==> config.mk <==
export PLATFORM = sky130hd
export DESIGN_NAME = div16by8_seq_flat
export DESIGN_NICKNAME = d
export VERILOG_FILES = /design/src/rtl/div16by8_seq_if.sv /design/src/rtl/div16by8_seq.sv /design/src/flat_wrapper.sv
export SDC_FILE = /design/constraint.sdc
export NUM_CORES = 1
export LEC_CHECK = 0
export CAP_MARGIN = 20
export CORE_MARGIN = 2
export CORE_UTILIZATION = 55
export DETAILED_ROUTE_END_ITERATION = 16
export PLACE_DENSITY = 0.82
export RECOVER_POWER = 25
export REMOVE_ABC_BUFFERS = 1
export SLEW_MARGIN = 40
export SYNTH_ARGS = -nofsm -noshare
export SYNTH_HDL_FRONTEND = slang
export SYNTH_SLANG_ARGS = --single-unit
==> constraint.sdc <==
create_clock -name clk -period 5 [get_ports clk]
set_clock_uncertainty 0.1 [all_clocks]
set_input_delay 0.75 -clock clk [delete_from_list [all_inputs] [get_ports clk]]
set_output_delay 0.75 -clock clk [all_outputs]
set_load 0.01 [all_outputs]
==> src/rtl/div16by8_seq_if.sv <==
// rtl/div16by8_seq_if.sv - start/done handshake bundle for the 16/8 divider
//
// Purpose: groups the request and result signals of div16by8_seq.
// Signals:
//   start        request a division (sampled only when the divider is idle)
//   dividend     16-bit numerator, captured on the accepting edge
//   divisor      8-bit denominator, captured on the accepting edge
//   busy         high while the shift-and-subtract loop is running
//   done         one-cycle pulse when quotient/remainder become valid
//   quotient     16-bit result quotient
//   remainder    8-bit result remainder
//   div_by_zero  set together with done when the captured divisor was 0
// Modports: master drives requests, slave (the divider) drives results.

interface div16by8_seq_if;
  logic        start;
  logic [15:0] dividend;
  logic [7:0]  divisor;
  logic        busy;
  logic        done;
  logic [15:0] quotient;
  logic [7:0]  remainder;
  logic        div_by_zero;

  modport master (
    output start, dividend, divisor,
    input  busy, done, quotient, remainder, div_by_zero
  );

  modport slave (
    input  start, dividend, divisor,
    output busy, done, quotient, remainder, div_by_zero
  );
endinterface

==> src/rtl/div16by8_seq.sv <==
// rtl/div16by8_seq.sv - sequential 16/8 restoring divider, one quotient bit per clock
//
// Purpose: shift-and-subtract divider producing a 16-bit quotient and an
// 8-bit remainder, 16 iterations after the accepting edge.
// Ports:
//   clk    system clock, rising edge
//   rst_n  asynchronous active-low reset, aborts any division in flight
//   bus    div16by8_seq_if.slave: start/dividend/divisor in,
//          busy/done/quotient/remainder/div_by_zero out
// Build option:
//   DIV_SIGNED_EN  when defined, operands are two's complement (truncating
//                  division); when undefined the divider is purely unsigned.

module div16by8_seq #(
  parameter int ITER = 16
) (
  input logic            clk,
  input logic            rst_n,
  div16by8_seq_if.slave  bus
);

  localparam logic [1:0] ST_IDLE = 2'd0;
  localparam logic [1:0] ST_CALC = 2'd1;
  localparam logic [1:0] ST_DONE = 2'd2;

  localparam logic [3:0] CNT_LAST = 4'(ITER - 1);

  logic [1:0]  state_q,     state_d;
  logic [3:0]  count_q,     count_d;
  logic [8:0]  p_q,         p_d;
  logic [15:0] shreg_q,     shreg_d;
  logic [7:0]  divisor_q,   divisor_d;
  logic        busy_q,      busy_d;
  logic        done_q,      done_d;
  logic [15:0] quotient_q,  quotient_d;
  logic [7:0]  remainder_q, remainder_d;
  logic        dbz_q,       dbz_d;

  // Operand magnitudes loaded into the unsigned core.
  logic [15:0] dvd_mag;
  logic [7:0]  dvs_mag;

  // One restoring step.
  logic [8:0]  p_shift;
  logic        p_ge;
  logic [8:0]  p_next;
  logic [15:0] q_next;

  // Results after optional sign fix-up.
  logic [15:0] q_fix;
  logic [7:0]  r_fix;

`ifdef DIV_SIGNED_EN
  logic neg_q_q, neg_q_d;
  logic neg_r_q, neg_r_d;

  // -32768 and -128 have magnitudes 32768 and 128, which still fit the
  // unsigned operand widths, so no special case is needed.
  always_comb begin
    dvd_mag = bus.dividend[15] ? (~bus.dividend + 16'd1) : bus.dividend;
    dvs_mag = bus.divisor[7]   ? (~bus.divisor  + 8'd1)  : bus.divisor;
  end

  // Quotient is negative when signs differ; remainder follows the dividend.
  always_comb begin
    q_fix = neg_q_q ? (~q_next + 16'd1) : q_next;
    r_fix = neg_r_q ? (~p_next[7:0] + 8'd1) : p_next[7:0];
  end
`else
  always_comb begin
    dvd_mag = bus.dividend;
    dvs_mag = bus.divisor;
  end

  always_comb begin
    q_fix = q_next;
    r_fix = p_next[7:0];
  end
`endif

  // The dividend bits leave shreg at the top while quotient bits enter at
  // the bottom, so after the last step shreg holds the whole quotient.
  // P[8] is always 0 after a restoring step; folding it into the compare
  // keeps the step correct for the full 9-bit partial remainder.
  always_comb begin
    p_shift = {p_q[7:0], shreg_q[15]};
    p_ge    = p_q[8] | (p_shift >= {1'b0, divisor_q});
    p_next  = p_ge ? (p_shift - {1'b0, divisor_q}) : p_shift;
    q_next  = {shreg_q[14:0], p_ge};
  end

  always_comb begin
    state_d     = state_q;
    count_d     = count_q;
    p_d         = p_q;
    shreg_d     = shreg_q;
    divisor_d   = divisor_q;
    busy_d      = busy_q;
    done_d      = done_q;
    quotient_d  = quotient_q;
    remainder_d = remainder_q;
    dbz_d       = dbz_q;
`ifdef DIV_SIGNED_EN
    neg_q_d     = neg_q_q;
    neg_r_d     = neg_r_q;
`endif

    case (state_q)
      ST_IDLE: begin
        if (bus.start) begin
          if (bus.divisor == 8'd0) begin
            // No iterations: results are fixed and ready after one edge.
            state_d     = ST_DONE;
            done_d      = 1'b1;
            dbz_d       = 1'b1;
            quotient_d  = 16'hFFFF;
            remainder_d = bus.dividend[7:0];
          end else begin
            state_d   = ST_CALC;
            busy_d    = 1'b1;
            shreg_d   = dvd_mag;
            divisor_d = dvs_mag;
            p_d       = 9'd0;
            count_d   = 4'd0;
`ifdef DIV_SIGNED_EN
            neg_q_d   = bus.dividend[15] ^ bus.divisor[7];
            neg_r_d   = bus.dividend[15];
`endif
          end
        end
      end

      ST_CALC: begin
        shreg_d = q_next;
        p_d     = p_next;
        count_d = count_q + 4'd1;
        if (count_q == CNT_LAST) begin
          // Outputs take the result of this final step directly, so they
          // only ever change together with the done pulse.
          state_d     = ST_DONE;
          busy_d      = 1'b0;
          done_d      = 1'b1;
          quotient_d  = q_fix;
          remainder_d = r_fix;
          dbz_d       = 1'b0;
        end
      end

      ST_DONE: begin
        // start is not looked at here, so a request during DONE is dropped.
        state_d = ST_IDLE;
        done_d  = 1'b0;
      end

      default: begin
        state_d = ST_IDLE;
        busy_d  = 1'b0;
        done_d  = 1'b0;
      end
    endcase
  end

  always_ff @(posedge clk or negedge rst_n) begin
    if (!rst_n) begin
      state_q     <= ST_IDLE;
      count_q     <= 4'd0;
      p_q         <= 9'd0;
      shreg_q     <= 16'd0;
      divisor_q   <= 8'd0;
      busy_q      <= 1'b0;
      done_q      <= 1'b0;
      quotient_q  <= 16'd0;
      remainder_q <= 8'd0;
      dbz_q       <= 1'b0;
    end else begin
      state_q     <= state_d;
      count_q     <= count_d;
      p_q         <= p_d;
      shreg_q     <= shreg_d;
      divisor_q   <= divisor_d;
      busy_q      <= busy_d;
      done_q      <= done_d;
      quotient_q  <= quotient_d;
      remainder_q <= remainder_d;
      dbz_q       <= dbz_d;
    end
  end

`ifdef DIV_SIGNED_EN
  always_ff @(posedge clk or negedge rst_n) begin
    if (!rst_n) begin
      neg_q_q <= 1'b0;
      neg_r_q <= 1'b0;
    end else begin
      neg_q_q <= neg_q_d;
      neg_r_q <= neg_r_d;
    end
  end
`endif

  assign bus.busy        = busy_q;
  assign bus.done        = done_q;
  assign bus.quotient    = quotient_q;
  assign bus.remainder   = remainder_q;
  assign bus.div_by_zero = dbz_q;

endmodule

==> src/flat_wrapper.sv <==
// flat-port wrapper written by rule: the top's interface ports become plain ports
module div16by8_seq_flat 
#(
  parameter int ITER = 16
)
  (clk, rst_n, bus_start, bus_dividend, bus_divisor, bus_busy, bus_done, bus_quotient, bus_remainder, bus_div_by_zero);
  div16by8_seq_if bus_i ();
  input logic clk;
  input logic rst_n;
  input wire logic [$bits(bus_i.start)-1:0] bus_start;
  input wire logic [$bits(bus_i.dividend)-1:0] bus_dividend;
  input wire logic [$bits(bus_i.divisor)-1:0] bus_divisor;
  output wire logic [$bits(bus_i.busy)-1:0] bus_busy;
  output wire logic [$bits(bus_i.done)-1:0] bus_done;
  output wire logic [$bits(bus_i.quotient)-1:0] bus_quotient;
  output wire logic [$bits(bus_i.remainder)-1:0] bus_remainder;
  output wire logic [$bits(bus_i.div_by_zero)-1:0] bus_div_by_zero;
  assign bus_i.start = bus_start;
  assign bus_i.dividend = bus_dividend;
  assign bus_i.divisor = bus_divisor;
  assign bus_busy = bus_i.busy;
  assign bus_done = bus_i.done;
  assign bus_quotient = bus_i.quotient;
  assign bus_remainder = bus_i.remainder;
  assign bus_div_by_zero = bus_i.div_by_zero;
  div16by8_seq #(.ITER(ITER)) u_core (.clk(clk), .rst_n(rst_n), .bus(bus_i));
endmodule
==> metrics.csv, run 1 <==
metric;value;unit
synth_cell_type_count;45;
syn_inst;356;
synth_top_family_by_area;compound AO/OA/AOI/OAI gates;
synth-compound-area-share;0.191;
async_flop_share;1.00;
fmax;320;MHz
crit_end;u_core.bus.quotient[5];
cts_tree;built;
ctsResizeCount;0;
r2r-start;u_core.p_q[1];
status;complete, no violations;
slowest_delay;610;ps
clk_latency;350;ps
synth_flop_cell;dfrtp_1;
min_path_type;input port to async pin;
firstDrtPassIters;5;
fin_crit_sh;0.626;
route.detailed.drc;0;
die_x;80.3;um
placed_cells;470;
clkSinkCount;66;
multi_input_comb_area;1390;um2
worstPathArrival;3290;ps
critPathKind;input port to flop;
setup_viol;0;
leakagePower;1.73;nW
rsz0062_at_grt;no;
hold_buffers;0;
routed-via-count;2747;
clk_path_buf_depth;2;
drtIter0Drc;204;
row_count;27;
relSlewSlack;0.511;
synth_area;3200;um2
crit_top_cell;o21ai_0;
reg2reg_to;u_core.bus.remainder[2];
antenna_found_initial;0;
worstPathRequired;5160;ps
syn_area_per_cell;8.99;um2
cts_buffers;9;
hold_viol;0;
start_kind;input port;
slew_viol_final;0;
viasPerCell;5.65;
grt_max_degree;67;
coreArea;5570;um2
synth_edf_count;0;
gp_congestion;0.842;
crit_family;simple AND/OR/NAND/NOR gates;
regArea;1650;um2
initial_utilization;0.574;
path_buf_inv;2;
dieArea;6450;um2
cts.reportedPaths.clkPinSlew;70;ps
fin_crit;3130;ps
cp_slowest_cell;a21oi_4;
routedWlPerCell;15.2;um
n_antenna_cell;0;
reg2reg_slack;2460;ps
worstRegToRegCells;7;
synth-adder-area-share;0.0414;
cts_root_buffer;clkbuf_8;
tightest_slew;733;ps
nNetsFinal;446;
detail-route-antenna-nets;0;
grt_usage;0.256;
ys_warn_count;0;
yosysSeqAreaShare;0.516;
cp-end-kind;flop;
grt-ovfl-total;0;
fillCellCount;442;
yosys.area_share.simple;0.182;
path_depth;7;
ir_drop;0.000423;V
tns;0;ps
path_cells;clkdlybuf4s50_1 > or4_1 > or3_4 > a21oi_4 > buf_4 > o21ai_0 > o21ai_0;
p_per_area;710;nW/um2
synth_xor_xnor_area_share;0.00274;
syn2layout_area_growth;24.9;%
cp_max_fo;33;
finalCoreUtilization;0.718;
drt_wl_total;7380;um
drive_gt1_frac;0.0700;
dpl_cell_area;3780;um2
portBuffers;53;
design_area;4000;um2
muxShareOfSynthArea;0.0129;
dp_hpwl;4970;um
cap_violations;0;
htree_levels;3;
io_pins;54;
grt_pass1_vias;2681;
startpoint;bus_divisor[1];
die_y;80.3;um
layoutNonFillerInstCount;486;
grt_first_pass_wirelength;12500;um
synth_seq_cells;66;
postCtsSetupBuffers;0;
-- kinds of logic (layout without fill, tap and decap cells) --
group	count (synthesis)	in the layout
compound gates	101	101
xor+xnor	1	1
fa+ha+maj	10	10
buf+inv	38	96
flops	66	66
mux	4	4
simple gates	136	136
-- stage by stage --
stage / setup WS (ps) / power, mW / hold WS (ps)
6_report: 1870 / 2.84 / 378
5_1_grt: 1720 / 3.07 / 418
4_1_cts: 1870 / 2.84 / 403
3_5_place_dp: 1530 / 2.32 / 390
3_3_place_gp: 1590 / 2.28 / 375
2_1_floorplan: 2050 / 1.83 / 354
-- worst min-delay path by stage --
stage | startpoint | to | slack [ps] | cells past startpoint
after CTS | u_core.p_q[8] | u_core.p_q[8] | 400 | 2
after global placement | u_core.p_q[8] | u_core.p_q[8] | 380 | 2
after floorplan | rst_n | u_core.bus.busy | 350 | 0
final | rst_n | u_core.divisor_q[5] | 380 | 2
after global routing | rst_n | u_core.divisor_q[5] | 420 | 2
after detailed placement | u_core.p_q[8] | u_core.p_q[8] | 390 | 2
-- routing by layer --
| layer | up-vias | wire length (um) | global-route usage |
|---|---|---|---|
| met2 | 89 | 3440 | 0.389 |
| met5 | - | 0 | 0 |
| met3 | 12 | 438 | 0.0719 |
| met4 | 0 | 139 | 0.0915 |
| li1 | 1335 | - | - |
| met1 | 1311 | 3360 | 0.353 |
-- sequential cells by signal, summed over array words and instances (netlist names), 2 cells and up --
name and count:
u_core.divisor_q 8, u_core.p_q 9, u_core.count_q 4, u_core.shreg_q 16
u_core.state_q 2, u_core.bus.remainder 8, u_core.bus.quotient 16
-- power by group --
group | internal, mW | switching (mW)
sequential | 0.794 | 0.179
combinational | 0.618 | 0.756
clock | 0.293 | 0.199
-- synthesized netlist by cell type, types with 3 or more instances --
library cell	instances	area share
a21oi_1	16	0.025
a31oi_1	24	0.047
buf_6	3	0.011
clkbuf_1	11	0.013
dfrtp_1	66	0.52
ha_1	9	0.035
inv_1	21	0.025
mux2i_1	3	0.0094
nand2_1	60	0.070
nand4_1	4	0.0078
nor2_1	47	0.055
nor2b_1	4	0.0078
nor3_1	8	0.013
o21a_1	3	0.0070
o21ai_0	39	0.061
or3_1	3	0.0059
-- placed cells by master, fill, tap and decap left out, types with 2 or more instances in the layout --
master | Yosys | final
o211ai_1 | 2 | 2
a22o_1 | 2 | 2
a21oi_1 | 16 | 15
o21ai_0 | 39 | 39
clkinv_2 | 0 | 2
nand2b_1 | 2 | 2
nor3_1 | 8 | 8
o21a_1 | 3 | 3
clkdlybuf4s50_1 | 0 | 52
inv_1 | 21 | 21
buf_4 | 1 | 5
o31ai_1 | 2 | 2
or3_1 | 3 | 3
a41oi_1 | 2 | 2
clkbuf_8 | 0 | 10
nor2b_1 | 4 | 4
a31oi_1 | 24 | 24
mux2i_1 | 3 | 3
dfrtp_1 | 66 | 66
ha_1 | 9 | 9
nand4_1 | 4 | 4
nor2_1 | 47 | 46
bufinv_16 | 0 | 2
nand3_1 | 2 | 2
nand2_1 | 60 | 60
-- area by class of cell --
type | count | share of cell area
Inverter | 21 | 0.0197
Sequential cell | 66 | 0.413
Tap cell | 72 | 0.0225
Clock inverter | 5 | 0.0194
Timing Repair Buffer | 59 | 0.144
Multi-Input combinational cell | 252 | 0.347
Clock buffer | 11 | 0.0353
Power figures use the tool's default switching activity.
==> run 2, diff against run 1 <==
- CORE_UTILIZATION: 55 -> 48
- PLACE_DENSITY: 0.82 -> 0.76
- clock period: 5 -> 2.8 ns (I/O delays scaled with it)
==> run 2 against run 1 <==
Net effect: register-to-register slack got worse by 2200 ps; largest power group unchanged; global-route usage decreased by 3.7 points; count of clock-buffer cells in the layout decreased by 1; sequential cell count unchanged; wire length about the same; the run now ends with capacitance limit, slew limit left; highest routed layer unchanged.
==> metrics.csv, run 2 (synthesis results as in run 1) <==
metric;value;unit
p_per_area;1230;nW/um2
io_pins;54;
leakagePower;1.72;nW
grt_max_degree;38;
hold_viol;0;
hold_buffers;0;
cts_tree;built;
ir_drop;0.000716;V
slowest_delay;410;ps
clk_path_buf_depth;2;
ctsResizeCount;0;
critPathKind;flop to flop;
postCtsSetupBuffers;0;
cp-end-kind;flop;
die_x;85.7;um
cap_violations;1;
crit_family;compound AO/OA/AOI/OAI gates;
min_path_type;input port to async pin;
clkSinkCount;66;
dieArea;7340;um2
status;finished with violations;
antenna_found_initial;0;
slew_viol_final;31;
n_antenna_cell;0;
initial_utilization;0.501;
crit_top_cell;a21oi_1;
rsz0062_at_grt;no;
htree_levels;3;
die_y;85.7;um
fmax;398;MHz
final_common_cell;dfrtp_1;
holdWs;366;ps
grt_pass1_vias;2546;
fin_crit_sh;0.897;
finalCoreUtilization;0.628;
worstPathRequired;2930;ps
cts.reportedPaths.clkPinSlew;80;ps
cp_slowest_cell;dfrtp_1;
routed-via-count;2715;
firstDrtPassIters;6;
path_cells;ha_1 > a21oi_1 > a21oi_1 > o31a_1 > nor2_1 > mux2i_1 > a31oi_1;
gp_congestion;0.865;
setup_viol;0;
dp_hpwl;5270;um
cp_max_fo;5;
mostFrequentLayoutCells;dfrtp_1 (66), nand2_1 (60), clkdlybuf4s50_1 (52);
syn2layout_area_growth;25.3;%
viasPerCell;5.51;
cts_root_buffer;clkbuf_8;
route.detailed.drc;0;
routedWlPerCell;15.0;um
dpl_worst_slack;38.2;ps
grt_usage;0.219;
tns;0;ps
grt-ovfl-total;0;
drt_wl_total;7370;um
start_kind;flop;
drive_gt1_frac;0.0745;
path_buf_inv;0;
fin_ws;288;ps
layoutNonFillerInstCount;493;
tightest_slew;1600;ps
grt_first_pass_wirelength;12500;um
nNetsFinal;448;
coreArea;6390;um2
clk_latency;340;ps
detail-route-antenna-nets;0;
fin_crit;2510;ps
cts_buffers;9;
violations;capacitance limit, slew limit;
relSlewSlack;-0.0678;
worstPathArrival;2640;ps
portBuffers;53;
placed_cells;477;
row_count;29;
drtIter0Drc;118;
## run 2: changes by cell type in the layout (fill, tap and decap cells not counted)
cell,delta
buf_12,+3
buf_2,-1
buf_4,-1
buf_6,-1
bufinv_16,-2
clkbuf_2,+1
clkinvlp_4,+2
inv_6,+1
## run 2: path summary, 6_finish.rpt
path / startpoint / to / depth (start not counted) / slack (ps)
max: u_core.p_q[1] / u_core.bus.remainder[2] / 7 / 290
min: rst_n / u_core.divisor_q[5] / 1 / 370
max reg2reg: u_core.p_q[1] / u_core.bus.remainder[2] / 7 / 290
min reg2reg: u_core.count_q[0] / u_core.count_q[0] / 1 / 410
max in group asynchronous: rst_n / u_core.bus.quotient[3] / 2 / 630
min in group clk: u_core.count_q[0] / u_core.count_q[0] / 1 / 410
## run 2: area by class of cell
| cell class | instances | area [um2] |
|---|---|---|
| Tap cell | 77 | 96.3 |
| Sequential cell | 66 | 1650 |
| Fill cell | 517 | 2370 |
| Multi-Input combinational cell | 252 | 1390 |
| Timing Repair Buffer | 61 | 619 |
| Inverter | 21 | 78.8 |
| Clock inverter | 6 | 41.3 |
| Clock buffer | 10 | 138 |
## run 2: report_power, final
| group | internal [mW] | switching, mW | total [mW] | leakage, nW |
|---|---|---|---|---|
| clock | 0.345 | 0.385 | 0.730 | 0.0847 |
| combinational | 1.14 | 1.34 | 2.48 | 0.872 |
| sequential | 1.42 | 0.307 | 1.72 | 0.765 |
## run 2: layer usage
layer / part of all wire / track usage / up-vias
met5: 0 / 0 / -
met4: 0.022 / 0.0952 / 0
met3: 0.054 / 0.0568 / 14
met2: 0.48 / 0.335 / 73
met1: 0.45 / 0.296 / 1286
li1: - / - / 1342
## run 2: stage by stage
stage	total power, mW	instance area (um2)
final	4.93	4010
after global routing	5.35	4010
after CTS	4.95	4030
after detailed placement	4.21	3850
after global placement	4.13	3850
after floorplan	3.26	3110
